### config.mk
export PLATFORM = sky130hd
export DESIGN_NAME = wr_router
export DESIGN_NICKNAME = d
export VERILOG_FILES = /design/src/rtl/wr_router.sv
export SDC_FILE = /design/constraint.sdc
export NUM_CORES = 1
export LEC_CHECK = 0
export ABC_AREA = 1
export CAP_MARGIN = 20
export CORE_MARGIN = 4
export CORE_UTILIZATION = 39
export DETAILED_ROUTE_END_ITERATION = 8
export GPL_TIMING_DRIVEN = 1
export PLACE_DENSITY = 0.87
export SLEW_MARGIN = 20
export SYNTH_ARGS = -nofsm -noshare
export SYNTH_HDL_FRONTEND = slang
export SYNTH_SLANG_ARGS = --single-unit
### constraint.sdc
create_clock -name clk -period 4.2 [get_ports clk]
set_input_delay 0.63 -clock clk [delete_from_list [all_inputs] [get_ports clk]]
set_output_delay 0.63 -clock clk [all_outputs]
set_load 0.05 [all_outputs]
### src/rtl/wr_router.sv
// Single-outstanding write router: one master burst at a time is steered to the slave
// selected by address bits [30:28]; out-of-range indices are sunk locally and answered with DECERR.
module wr_router #(
  parameter int num_slaves = 5
) (
  input  logic                       clk,
  input  logic                       rst,
  input  logic [31:0]                m_awaddr,
  input  logic [7:0]                 m_awlen,
  input  logic                       m_awvalid,
  output logic                       m_awready,
  input  logic [31:0]                m_wdata,
  input  logic [3:0]                 m_wstrb,
  input  logic                       m_wlast,
  input  logic                       m_wvalid,
  output logic                       m_wready,
  output logic [1:0]                 m_bresp,
  output logic                       m_bvalid,
  input  logic                       m_bready,
  output logic [31:0]                s_awaddr,
  output logic [7:0]                 s_awlen,
  output logic [num_slaves-1:0]      s_awvalid,
  input  logic [num_slaves-1:0]      s_awready,
  output logic [31:0]                s_wdata,
  output logic [3:0]                 s_wstrb,
  output logic                       s_wlast,
  output logic [num_slaves-1:0]      s_wvalid,
  input  logic [num_slaves-1:0]      s_wready,
  input  logic [num_slaves-1:0][1:0] s_bresp,
  input  logic [num_slaves-1:0]      s_bvalid,
  output logic [num_slaves-1:0]      s_bready,
  output logic [2:0]                 aw_sel_q
);
  typedef enum logic [1:0] {IDLE = 2'd0, ADDR = 2'd1, DATA = 2'd2, RESP = 2'd3} state_t;
  localparam logic [3:0] NumSlaves = 4'(num_slaves);

  state_t      state_q, state_d;
  logic [31:0] addr_q, addr_d;
  logic [7:0]  len_q, len_d;
  logic [7:0]  cnt_q, cnt_d;
  logic [2:0]  aw_sel_d;
  logic        dec_err_q, dec_err_d;
  logic        len_err_q, len_err_d;

  logic [num_slaves-1:0] sel_oh;
  logic [1:0]            sel_bresp;
  logic                  sel_awready, sel_wready, sel_bvalid;
  logic                  last_expected;

  always_comb begin
    sel_oh    = '0;
    sel_bresp = 2'b00;
    for (int i = 0; i < num_slaves; i++) begin
      if (aw_sel_q == 3'(i)) begin
        sel_oh[i] = 1'b1;
        sel_bresp = s_bresp[i];
      end else begin
        sel_oh[i] = 1'b0;
      end
    end
    sel_awready = |(s_awready & sel_oh);
    sel_wready  = |(s_wready & sel_oh);
    sel_bvalid  = |(s_bvalid & sel_oh);
  end

  always_comb begin
    state_d   = state_q;
    addr_d    = addr_q;
    len_d     = len_q;
    aw_sel_d  = aw_sel_q;
    dec_err_d = dec_err_q;
    len_err_d = len_err_q;
    cnt_d     = cnt_q;
    m_awready = 1'b0;
    m_wready  = 1'b0;
    m_bvalid  = 1'b0;
    m_bresp   = 2'b00;
    s_awvalid = '0;
    s_wvalid  = '0;
    s_bready  = '0;
    // comparing before the increment lets len=255 check its 256th beat without wrapping
    last_expected = (cnt_q == len_q);
    case (state_q)
      IDLE: begin
        m_awready = 1'b1;
        if (m_awvalid) begin
          addr_d    = m_awaddr;
          len_d     = m_awlen;
          aw_sel_d  = m_awaddr[30:28];
          dec_err_d = ({1'b0, m_awaddr[30:28]} >= NumSlaves);
          len_err_d = 1'b0;
          cnt_d     = 8'd0;
          state_d   = dec_err_d ? DATA : ADDR;
        end else begin
          state_d = IDLE;
        end
      end
      ADDR: begin
        s_awvalid = sel_oh;
        state_d   = sel_awready ? DATA : ADDR;
      end
      DATA: begin
        if (dec_err_q) begin
          m_wready = 1'b1;
        end else begin
          m_wready = sel_wready;
          s_wvalid = sel_oh & {num_slaves{m_wvalid}};
        end
        if (m_wvalid && m_wready) begin
          cnt_d = cnt_q + 8'd1;
          if (m_wlast != last_expected) begin
            len_err_d = 1'b1;
          end else begin
            len_err_d = len_err_q;
          end
          state_d = m_wlast ? RESP : DATA;
        end else begin
          state_d = DATA;
        end
      end
      RESP: begin
        if (dec_err_q) begin
          m_bvalid = 1'b1;
          m_bresp  = 2'b11;
        end else begin
          m_bvalid = sel_bvalid;
          s_bready = sel_oh & {num_slaves{m_bready}};
          m_bresp  = (len_err_q && (sel_bresp == 2'b00)) ? 2'b10 : sel_bresp;
        end
        state_d = (m_bvalid && m_bready) ? IDLE : RESP;
      end
      default: state_d = IDLE;
    endcase
    if (rst) begin
      m_awready = 1'b0;
      m_wready  = 1'b0;
      m_bvalid  = 1'b0;
      m_bresp   = 2'b00;
      s_awvalid = '0;
      s_wvalid  = '0;
      s_bready  = '0;
    end else begin
      m_awready = m_awready;
    end
  end

  assign s_awaddr = rst ? 32'd0 : addr_q;
  assign s_awlen  = rst ? 8'd0  : len_q;
  assign s_wdata  = rst ? 32'd0 : m_wdata;
  assign s_wstrb  = rst ? 4'd0  : m_wstrb;
  assign s_wlast  = rst ? 1'b0  : m_wlast;

  always_ff @(posedge clk) begin
    if (rst) begin
      state_q   <= IDLE;
      addr_q    <= 32'd0;
      len_q     <= 8'd0;
      aw_sel_q  <= 3'd0;
      dec_err_q <= 1'b0;
      len_err_q <= 1'b0;
      cnt_q     <= 8'd0;
    end else begin
      state_q   <= state_d;
      addr_q    <= addr_d;
      len_q     <= len_d;
      aw_sel_q  <= aw_sel_d;
      dec_err_q <= dec_err_d;
      len_err_q <= len_err_d;
      cnt_q     <= cnt_d;
    end
  end
endmodule

==> impl_metrics.yaml <==
grt:
  grt_first_pass_wirelength_um: 16480
  grt_max_degree: 48
  gr-total-overflow: 0
  grt_usage_pct: 22.37
  antenna_found_initial: 0
  grt_pass1_vias: 3622
die:
  fp.dieH_um: 96.17
  core_area_um2: 7408
  die_area_um2: 9248
  num_rows: 31
  die_w_um: 96.17
  initial_core_util_pct: 40.92
  ioPinCount: 207
logic_synthesis:
  syn_area_per_cell_um2: 5.991
  synthTopCellsByArea: "dfxtp_1, nor2_1, inv_1"
  synthMuxAreaShare_pct: 0
  yosysSeqAreaShare_pct: 34.34
  ys_types: 30
  synth_xor_area_share_pct: 1.733
  yosysTopAreaCell: "dfxtp_1"
  synth.net_count: 614
  synth.ff_latch_count: 52
  syn_inst: 506
  synth_top_family_by_area: "simple AND/OR/NAND/NOR gates"
  synth_fa_ha_area_share_pct: 0.4127
  synth_area_um2: 3032
  post_synth_and_or_nand_nor_area_fraction_pct: 29.59
  synth_top_cell_area_share_pct: 34.34
  synth_compound_area_share_pct: 16.88
  yosysWarnings: 0
drt:
  drtIter0Drc: 146
  via_per_inst: 4.717
  firstDrtPassIters: 5
  wire_per_inst_um: 13.62
  antenna_left: 0
  vias: 3755
  wl_um: 10840
  drc_errors: 0
clock_network:
  clk_pin_slew_ns: 0.10
  cts_hold_buf: 0
  clk_latency_ns: 0.32
  cts_tree: "yes"
  cts_buffers: 5
  clockRootBuffer: "clkbuf_8"
  cts_sinks: 52
  clk_path_buf_depth: 2
  cts_setup_buffers: 0
  cts_resized: 0
  cts.htree.levels: 2
finish:
  fin_nets: 804
  utilization_pct: 70.49
  multi_input_area_um2: 1476
  antenna_cells: 0
  syn_to_final_growth_pct: 72.27
  final-seq-area_um2: 1041
  fill_cells: 595
  drive_gt1_share_pct: 6.600
  fin_area_um2: 5223
worst_hold_path:
  hold_class: "flop to flop"
critical_path:
  crit_path_end_kind: "primary output"
  crit_arrival_ns: 2.56
  crit_path_start_kind: "flop"
  cp_max_fo: 6
  required_ns: 3.57
  criticalPathCategory: "flop to primary output"
timing:
  whs_ns: 0.4574
  rsz0062_at_grt: "no"
  hold_viol_final: 0
  fmax_ghz: 0.3136
  slew-limit-headroom_pct: 55.49
  fin_crit_sh_pct: 75.93
  finalSetupViolations: 0
  tightest_slew_ns: 0.6677
  drv_slew: 0
  skew_ns: 0.006968
  setup_tns_ns: 0
  min_period_ns: 3.189
flow_run:
  max_cap_viol_count: 0
pwr:
  ir_drop_uv: 253.8
  switching_share_pct: 37.80
  p_comb_share_pct: 40.8
  power_frac_clock_pct: 24.9
  power_density_nw_per_um2: 320.5
  seq_power_share_pct: 34.2
  switching_power_w: 0.0006326
  leakagePower_nw: 2.298
  p_int_w: 0.001041
placed_design:
  dpl.hpwl_um: 8574
  globalplace.congestion: 0.8900
  dpl_cell_area_um2: 5085
  port-buffer-count: 206
status:
  outcome: "completed"
-- cell usage in the layout (no fill, tap or decap) --
cell type and n:
bufinv_16 2, nor2_2 1, nand3_1 18, nor2_1 114
clkbuf_8 5, nand3_2 3, nand2_2 2, dfxtp_1 52
inv_2 5, o22ai_1 1, ha_1 1, nor2_4 1
nor3_2 1, xnor2_1 4, xor2_1 2, o21ai_1 1
or2_2 1, buf_4 19, inv_1 99, nand4_1 4
inv_6 1, nor3_1 2, clkdlybuf4s50_1 190, o21ai_0 43
a21oi_2 2, clkinv_1 1, a21oi_1 52, nand2_1 66
a211oi_1 1, nand2_4 2, buf_2 1
-- flip-flops by register name, indices dropped and copies added (netlist names) --
signal,flops
cnt_q,8
addr_q,30
len_err_q,1
dec_err_q,1
state_q,2
len_q,8
aw_sel_q,2
-- area by class of cell --
type,instances,area share [%]
clock inverters,3,1.318
clock buffers,5,1.318
repair buffers,210,39.24
well taps,99,2.372
flip-flops and latches,52,19.93
inverters,105,7.547
multi-input cells,322,28.27
-- power groups by stage --
stage / Clock [W] / Combinational, W / Sequential (W)
2_1_floorplan: 0 / 0.000435 / 0.000578
6_report: 0.000418 / 0.000683 / 0.000573
4_1_cts: 0.000425 / 0.000685 / 0.000574
3_3_place_gp: 0 / 0.000669 / 0.000583
3_5_place_dp: 0 / 0.000683 / 0.000585
5_1_grt: 0.000443 / 0.000736 / 0.000579
-- through the flow --
stage	power [W]	setup WS, ns	cells
5_1_grt	0.001758	0.8239	796
3_5_place_dp	0.001268	1.121	788
2_1_floorplan	0.001013	1.669	506
3_3_place_gp	0.001252	1.156	788
4_1_cts	0.001684	1.005	796
6_report	0.001674	1.011	796
-- cells by family after synthesis --
| logic type | after synthesis |
|---|---|
| AO/OA/AOI/OAI | 100 |
| flip-flops | 52 |
| XOR/XNOR | 6 |
| AND/OR/NAND/NOR | 215 |
| adder cells (fa/ha/maj) | 1 |
| buffers and inverters | 132 |
-- cell usage after synthesis (all sizes together) --
cell	number
nor2	116
inv	104
nand2	70
a21oi	54
dfxtp	52
o21ai	44
nand3	21
clkbuf	18
buf	9
nand4	4
xnor2	4
nor3	3
xor2	2
a211oi	1
clkinv	1
ha	1
o22ai	1
or2	1
-- critical path, cell delays in order (launching register included) --
cell	delay, ns
dfxtp_1	0.48
nor2_1	0.15
nand2_1	0.16
inv_2	0.08
nand2_1	0.06
nand2_1	0.06
a21oi_1	0.17
nand4_1	0.10
a21oi_1	0.16
clkdlybuf4s50_1	0.82
-- worst paths after layout --
check | slack (ns) | startpoint | endpoint | cells after the start
worst max-delay path | 1.01 | aw_sel_q[0] | m_bresp[1] | 9
worst max register to register | 2.27 | state_q[1] | addr_q[25] | 5
worst min-delay path | 0.46 | addr_q[20] | addr_q[20] | 2
worst min register to register | 0.46 | addr_q[20] | addr_q[20] | 2
-- metal layers --
metal,vias up,part of all wire (%),global-route usage (%)
li1,1914,-,-
met1,1669,35,23.52
met2,159,52,42.04
met3,13,11,7.428
met4,0,1.5,6.043
met5,-,0,0
No activity file was read; power rests on OpenSTA's default activity.
